<file path="config.mk">
export PLATFORM = sky130hd
export DESIGN_NAME = alu_ctrl
export DESIGN_NICKNAME = d
export VERILOG_FILES = /design/src/rtl/alu_ctrl_pkg.sv /design/src/rtl/alu_ctrl_regfile.sv /design/src/rtl/alu_ctrl.sv
export SDC_FILE = /design/constraint.sdc
export NUM_CORES = 1
export LEC_CHECK = 0
export CAP_MARGIN = 30
export CORE_MARGIN = 1
export CORE_UTILIZATION = 40
export CTS_CLUSTER_SIZE = 12
export DETAILED_ROUTE_END_ITERATION = 7
export MAX_ROUTING_LAYER = met4
export SYNTH_ARGS = -nofsm -noshare
export SYNTH_HDL_FRONTEND = slang
export SYNTH_SLANG_ARGS = --single-unit
export TNS_END_PERCENT = 1
</file>
<file path="constraint.sdc">
create_clock -name clk -period 2.1 [get_ports clk]
set_input_delay 0.315 -clock clk [delete_from_list [all_inputs] [get_ports clk]]
set_output_delay 0.315 -clock clk [all_outputs]
set_load 0.01 [all_outputs]
</file>
<file path="src/rtl/alu_ctrl_pkg.sv">
// rtl/alu_ctrl_pkg.sv - shared types, func codes and field positions for the ALU sequencer
package alu_ctrl_pkg;

  typedef enum logic [2:0] {
    ST_IDLE,
    ST_FETCH,
    ST_DECODE,
    ST_EXEC,
    ST_WB,
    ST_HALT
  } state_t;

  // func is the ALU {op_code, cin} pair; the top two codes are controller-only.
  localparam logic [4:0] FN_MOV  = 5'b00000;
  localparam logic [4:0] FN_INC  = 5'b00001;
  localparam logic [4:0] FN_ADD  = 5'b00010;
  localparam logic [4:0] FN_ADDC = 5'b00011;
  localparam logic [4:0] FN_SUB  = 5'b00100;
  localparam logic [4:0] FN_DEC  = 5'b00110;
  localparam logic [4:0] FN_AND  = 5'b01000;
  localparam logic [4:0] FN_OR   = 5'b01010;
  localparam logic [4:0] FN_XOR  = 5'b01100;
  localparam logic [4:0] FN_NOT  = 5'b01110;
  localparam logic [4:0] FN_ZERO = 5'b10000;
  localparam logic [4:0] FN_LDI  = 5'b11110;
  localparam logic [4:0] FN_HALT = 5'b11111;

  localparam int FUNC_HI = 11;
  localparam int FUNC_LO = 7;
  localparam int RD_HI   = 6;
  localparam int RD_LO   = 5;
  localparam int RA_HI   = 4;
  localparam int RA_LO   = 3;
  localparam int RB_HI   = 2;
  localparam int RB_LO   = 1;
  localparam int IMM_HI  = 3;
  localparam int IMM_LO  = 0;

  function automatic logic is_legal_alu(input logic [4:0] func);
    return (func <= 5'b00111) ||
           (func inside {FN_AND, FN_OR, FN_XOR, FN_NOT, FN_ZERO});
  endfunction

endpackage

</file>
<file path="src/rtl/alu_ctrl_regfile.sv">
// rtl/alu_ctrl_regfile.sv - 4x4-bit register file, one write port, three combinational reads
module alu_ctrl_regfile (
  input  logic       clk,
  input  logic       rst,
  input  logic       we,
  input  logic [1:0] wa,
  input  logic [3:0] wd,
  input  logic [1:0] ra,
  input  logic [1:0] rb,
  input  logic [1:0] dbg_sel,
  output logic [3:0] ra_data,
  output logic [3:0] rb_data,
  output logic [3:0] dbg_data
);

  logic [3:0] regs [4];

  always_ff @(posedge clk or posedge rst) begin
    if (rst) begin
      for (int i = 0; i < 4; i++) regs[i] <= 4'd0;
    end else if (we) begin
      regs[wa] <= wd;
    end
  end

  assign ra_data  = regs[ra];
  assign rb_data  = regs[rb];
  assign dbg_data = regs[dbg_sel];

endmodule

</file>
<file path="src/rtl/alu_ctrl.sv">
// rtl/alu_ctrl.sv - instruction sequencer: fetch/decode/issue to the registered ALU, write back
module alu_ctrl
  import alu_ctrl_pkg::*;
#(
  parameter int PC_W = 4
) (
  input  logic            clk,
  input  logic            rst,
  input  logic            start,
  output logic [PC_W-1:0] instr_addr,
  input  logic [11:0]     instr_data,
  output logic            alu_en,
  output logic [3:0]      alu_op,
  output logic            alu_cin,
  output logic [3:0]      alu_a,
  output logic [3:0]      alu_b,
  input  logic [3:0]      alu_y,
  output logic            busy,
  output logic            halted,
  input  logic [1:0]      dbg_sel,
  output logic [3:0]      dbg_data
);

  state_t          state, state_next;
  logic [PC_W-1:0] pc;
  logic [4:0]      func_q;
  logic [1:0]      rd_q;
  logic [3:0]      imm_q;
  logic [4:0]      dec_func;
  logic [3:0]      ra_data, rb_data;
  logic            rf_we;
  logic [3:0]      rf_wd;

  assign dec_func   = instr_data[FUNC_HI:FUNC_LO];
  assign instr_addr = pc;

  // Operand ports read straight off the ROM word so operands latch in DECODE.
  alu_ctrl_regfile u_regfile (
    .clk      (clk),
    .rst      (rst),
    .we       (rf_we),
    .wa       (rd_q),
    .wd       (rf_wd),
    .ra       (instr_data[RA_HI:RA_LO]),
    .rb       (instr_data[RB_HI:RB_LO]),
    .dbg_sel  (dbg_sel),
    .ra_data  (ra_data),
    .rb_data  (rb_data),
    .dbg_data (dbg_data)
  );

  always_ff @(posedge clk or posedge rst) begin
    if (rst) state <= ST_IDLE;
    else     state <= state_next;
  end

  always_comb begin
    state_next = state;
    case (state)
      ST_IDLE, ST_HALT: if (start) state_next = ST_FETCH;
      ST_FETCH:         state_next = ST_DECODE;
      ST_DECODE: begin
        if (dec_func == FN_HALT)       state_next = ST_HALT;
        else if (is_legal_alu(dec_func)) state_next = ST_EXEC;
        else                           state_next = ST_WB;
      end
      ST_EXEC:          state_next = ST_WB;
      ST_WB:            state_next = ST_FETCH;
      default:          state_next = ST_IDLE;
    endcase
  end

  always_comb begin
    busy   = 1'b1;
    halted = 1'b0;
    rf_we  = 1'b0;
    rf_wd  = alu_y;
    case (state)
      ST_IDLE: busy = 1'b0;
      ST_HALT: begin
        busy   = 1'b0;
        halted = 1'b1;
      end
      ST_WB: begin
        if (func_q == FN_LDI) begin
          rf_we = 1'b1;
          rf_wd = imm_q;
        end else if (is_legal_alu(func_q)) begin
          rf_we = 1'b1;
        end
      end
      default: ;
    endcase
  end

  // ALU-facing outputs are flops that only change in DECODE, so they hold through EXEC.
  always_ff @(posedge clk or posedge rst) begin
    if (rst) begin
      pc      <= '0;
      func_q  <= 5'd0;
      rd_q    <= 2'd0;
      imm_q   <= 4'd0;
      alu_en  <= 1'b0;
      alu_op  <= 4'd0;
      alu_cin <= 1'b0;
      alu_a   <= 4'd0;
      alu_b   <= 4'd0;
    end else begin
      alu_en <= (state_next == ST_EXEC);
      if ((state == ST_IDLE || state == ST_HALT) && start) pc <= '0;
      if (state == ST_WB) pc <= pc + PC_W'(1);
      if (state == ST_DECODE) begin
        func_q <= dec_func;
        rd_q   <= instr_data[RD_HI:RD_LO];
        imm_q  <= instr_data[IMM_HI:IMM_LO];
        if (is_legal_alu(dec_func)) begin
          alu_op  <= dec_func[4:1];
          alu_cin <= dec_func[0];
          alu_a   <= ra_data;
          alu_b   <= rb_data;
        end
      end
    end
  end

endmodule

</file>
==> metrics list <==
- Area of all placed cells without fillers: 3140 um2
- FF-to-FF setup slack: roughly 0.23 ns
- Setup repair after global routing left no endpoint under its margin.
* Leakage component of the power: ~1.3 nW
- Of all flip-flops after synthesis, the portion carrying an async set or reset was 100%.
- Global routing consumed, over all layers together, between 10% and 20% of the routing resources.
- The number of antenna diodes in the final layout is 0.
- Most numerous cell types in the synthesized netlist: sky130_fd_sc_hd__dfrtp_1, sky130_fd_sc_hd__mux2_2, sky130_fd_sc_hd__mux2_4
* Achievable clock frequency: approximately 0.50 GHz
- Total core area: between 5000 and 6000 um2
- Outcome: complete, no violations
- Unique masters post-synth: a little over 40
* Number of max-cap violations: 0
- In this run the worst hold path is classified as in2async.
- Summed over all layers, the global routing overflow is 0.
- Vias per inst: around 5.5
* Timing startpoint of the critical path: dbg_sel[1]
- H-tree lvl count: 2
* Number of nets still failing antenna checks after routing: 0
* Layout cells sized above 1: between 30 and 40%
* Number of flops mapped to enable cells by yosys: 0
* Initial Util: between 40% and 50%
- Entering global routing, the biggest net connects 49 pins.
* Largest vdd supply drop: approximately 0.00062 V
- The number of pins exceeding their max-slew limit in the final report came to 0.
* Total number of vias: 1606
- Proportion of synthesized chip area in sequential cells: around half
- Cells taking the most area after synthesis: sky130_fd_sc_hd__dfrtp_1, sky130_fd_sc_hd__mux2_2, sky130_fd_sc_hd__mux4_2, sky130_fd_sc_hd__mux2_4, sky130_fd_sc_hd__mux2_1
- In this run the tightest slew margin relative to its limit is between 40% and 50%.
* Area of the die: 6400 um2
- Once placement completed, the tool counted placed cells totaling between 200 and 300.
- Number of DRC violations after detailed-routing iteration 0: 75
- For this run, the post-layout net count is about 240.
* Final count of negative-setup-slack endpoints: 0
- Counting flops and latches in the post-synthesis netlist gives between 40 and 50.
- After layout, the worst path uses between 90 and 100% of the clock period.
- Largest fanout on the critical path: 4
- Areal power density over the cells: around 1300 nW/um2
- From synthesis to final layout, the design area changed by 29.0%.
- Measured along the x axis, the die boundary spans between 80 and 90 um.
- Post-layout minimum cycle time: about 2 ns
* Total standard cell area after synthesis: roughly 2400 um2
* Placer Congestion: 0.817
* Io pins: 45
- The hold violation total from the final report was 0.
- Number of buffers on the longest clock path: 2
* Number of fill cells: 486
- Transition time of the tightest slew-check pin: 0.849 ns
- Traced cell by cell, the critical path runs through clkdlybuf4s50_1 > mux4_2 > clkdlybuf4s50_1.
* FP Rows: 28
- The first TritonRoute pass finished after 5 iterations.
- Slowest cell delay on critical path: between 0.5 and 0.6 ns
* Crit. End Element: output port
- The slowest stage of the critical path is the sky130_fd_sc_hd__clkdlybuf4s50_1 cell.
* Required time at the endpoint of the critical path: 1.78 ns
- TritonCTS clock tree: done
- Once layout is complete, the utilization of the core stands at 53.4%.
- The number of antenna violations at the first check in global routing came to 0.
* Global-route wire length before repair: between 8 and 9 mm
- Post-Route Hold Slack: slightly below 0.5 ns
- In this run the clock root is driven by a sky130_fd_sc_hd__clkbuf_8.
- Depth of the worst register-to-register path: 5
* Endpoint of the most critical register-to-register path: u_regfile.regs[8]
* Post-synthesis cell count: 158
- Following the worst setup path forward leads to its endpoint at dbg_data[0].
* Cell with the most instances after synthesis: sky130_fd_sc_hd__dfrtp_1
* Arrival time of data at the critical path endpoint: 1.70 ns
- Yosys warnings: 0
- The die is about 80 um tall.
- Routed wirelength normalized by instance count: between 15 and 20 um
- For this run, design rule violations remaining after detail routing come to 0.
* Predominant post-synthesis flop cell: sky130_fd_sc_hd__dfrtp_1
- During placement, the flow inserted port buffers numbering 44.
- The worst setup path is of the in2out kind.
- Clk sink count: 48
- Placed wire-length estimate after detailed placement: between 3 and 4 mm
- Via count of the first global-routing pass: 1567
* Post-layout instance count excluding filler cells: 294
- Summed over all layers, the routed wires come to between 5 and 6 mm.
- Clock-pin slew was measured on the worst setup and hold paths at approximately 0.08 ns.
- Post-Synthesis Net Count: 180
- In this run the biggest area consumer among cell types represents roughly half of the synthesized area.
- Number of buffers added by the clock tree synthesis step: 5
- Insertion delay of the later-clocked pin in the worst-skew pair: 0.29 ns
- Once placement finished, the instance area stood at between 3000 and 4000 um2.
* Most frequent CP cell: sky130_fd_sc_hd__clkdlybuf4s50_1
- Between clock sinks in the finished design, the worst skew comes to 0.00558 ns.
* Mean instance size in the synthesized netlist: 15.4 um2
- Adding up every negative setup slack in the final design gives 0 ns.
* Element type at the critical path start: input port
* R2R Path Start: state[1]
* Cell type contributing the most total cell area after synthesis: sky130_fd_sc_hd__dfrtp_1
-- state kept, by name (all words and copies together), names as in the netlist --
name            count
imm_q               4
alu_en              1
instr_addr          4
alu_op              4
u_regfile.regs     16
rd_q                2
state               3
alu_b               4
func_q              5
alu_cin             1
alu_a               4
-- layout make-up --
| class | instances | area [um2] | area share (%) |
|---|---|---|---|
| sequential | 48 | 1200 | 38.3 |
| multi-input combinational | 104 | 1190 | 38.0 |
| tap | 75 | 93.8 | 2.99 |
| timing repair buffer | 57 | 541 | 17.2 |
| inverter | 3 | 11.3 | 0.359 |
| clock buffer | 7 | 96.3 | 3.07 |
-- cells in the final DEF (no fill, tap or decap), types with 2 or more instances in the layout --
master                             n
sky130_fd_sc_hd__clkbuf_8          7
sky130_fd_sc_hd__a21oi_1           3
sky130_fd_sc_hd__inv_1             2
sky130_fd_sc_hd__buf_4            13
sky130_fd_sc_hd__dfrtp_2           2
sky130_fd_sc_hd__o21ai_0           3
sky130_fd_sc_hd__mux4_2           12
sky130_fd_sc_hd__nand4_1           2
sky130_fd_sc_hd__or3_1             2
sky130_fd_sc_hd__nand3b_1          2
sky130_fd_sc_hd__a211oi_1          2
sky130_fd_sc_hd__dfrtp_1          46
sky130_fd_sc_hd__mux2_1            3
sky130_fd_sc_hd__mux2_2           28
sky130_fd_sc_hd__nor2_1            4
sky130_fd_sc_hd__a21o_1            2
sky130_fd_sc_hd__clkdlybuf4s50_1  42
sky130_fd_sc_hd__mux2_4           13
sky130_fd_sc_hd__nand2_1           4
-- worst max-delay path, delay by kind of cell --
family | cells | cell delay [ns]
buffers and inverters | 2 | 1.06
muxes | 1 | 0.33
-- layer usage --
layer  share of wire [%]  GRT usage, %  up-vias
met5                   0             -        -
met4                0.79          4.46        0
met3                 3.5          3.89        4
met2                  49          27.1       38
met1                  47          24.6      838
li1                    -             -      726
-- through the flow --
stage / power, mW / setup WS [ns]
2_1_floorplan: 2.82 / 0.359
5_1_grt: 4.39 / 0.0230
6_report: 4.13 / 0.0827
3_5_place_dp: 3.56 / -0.203
3_3_place_gp: 3.47 / -0.162
4_1_cts: 4.14 / 0.00719
-- worst min-delay path by stage --
stage | from | cells past startpoint | slack, ns | end
2_1_floorplan | start | 2 | 0.44 | state[0]
3_3_place_gp | instr_addr[3] | 1 | 0.48 | instr_addr[3]
3_5_place_dp | alu_op[2] | 1 | 0.49 | alu_op[2]
4_1_cts | rst | 3 | 0.51 | alu_cin
5_1_grt | alu_b[2] | 1 | 0.53 | alu_b[2]
6_report | rst | 3 | 0.49 | alu_b[3]
-- what timing repair did --
item | 4_1_cts | 5_1_grt
gates cloned | 0 | 0
gates resized for setup | 1 | 4
buffers inserted | 0 | 2
hold buffers | 0 | 0
endpoints found under the setup margin | 4 | 3
-- kinds of logic (layout without fill, tap and decap cells) --
group	after synthesis	after routing	share of synthesized area [%]
AO/OA/AOI/OAI	14	14	3.85
XOR/XNOR	1	1	0.360
adder cells (fa/ha/maj)	1	1	0.514
buffers and inverters	6	67	1.59
flip-flops	48	48	49.3
multiplexers	57	57	33.9
AND/OR/NAND/NOR	31	31	10.5
-- power breakdown --
group	total, mW	internal, mW	switching (mW)
combinational	1.77	1.15	0.624
sequential	1.78	1.35	0.427
clock	0.575	0.293	0.282
total	4.13	2.79	1.33
Power figures use the tool's default switching activity.
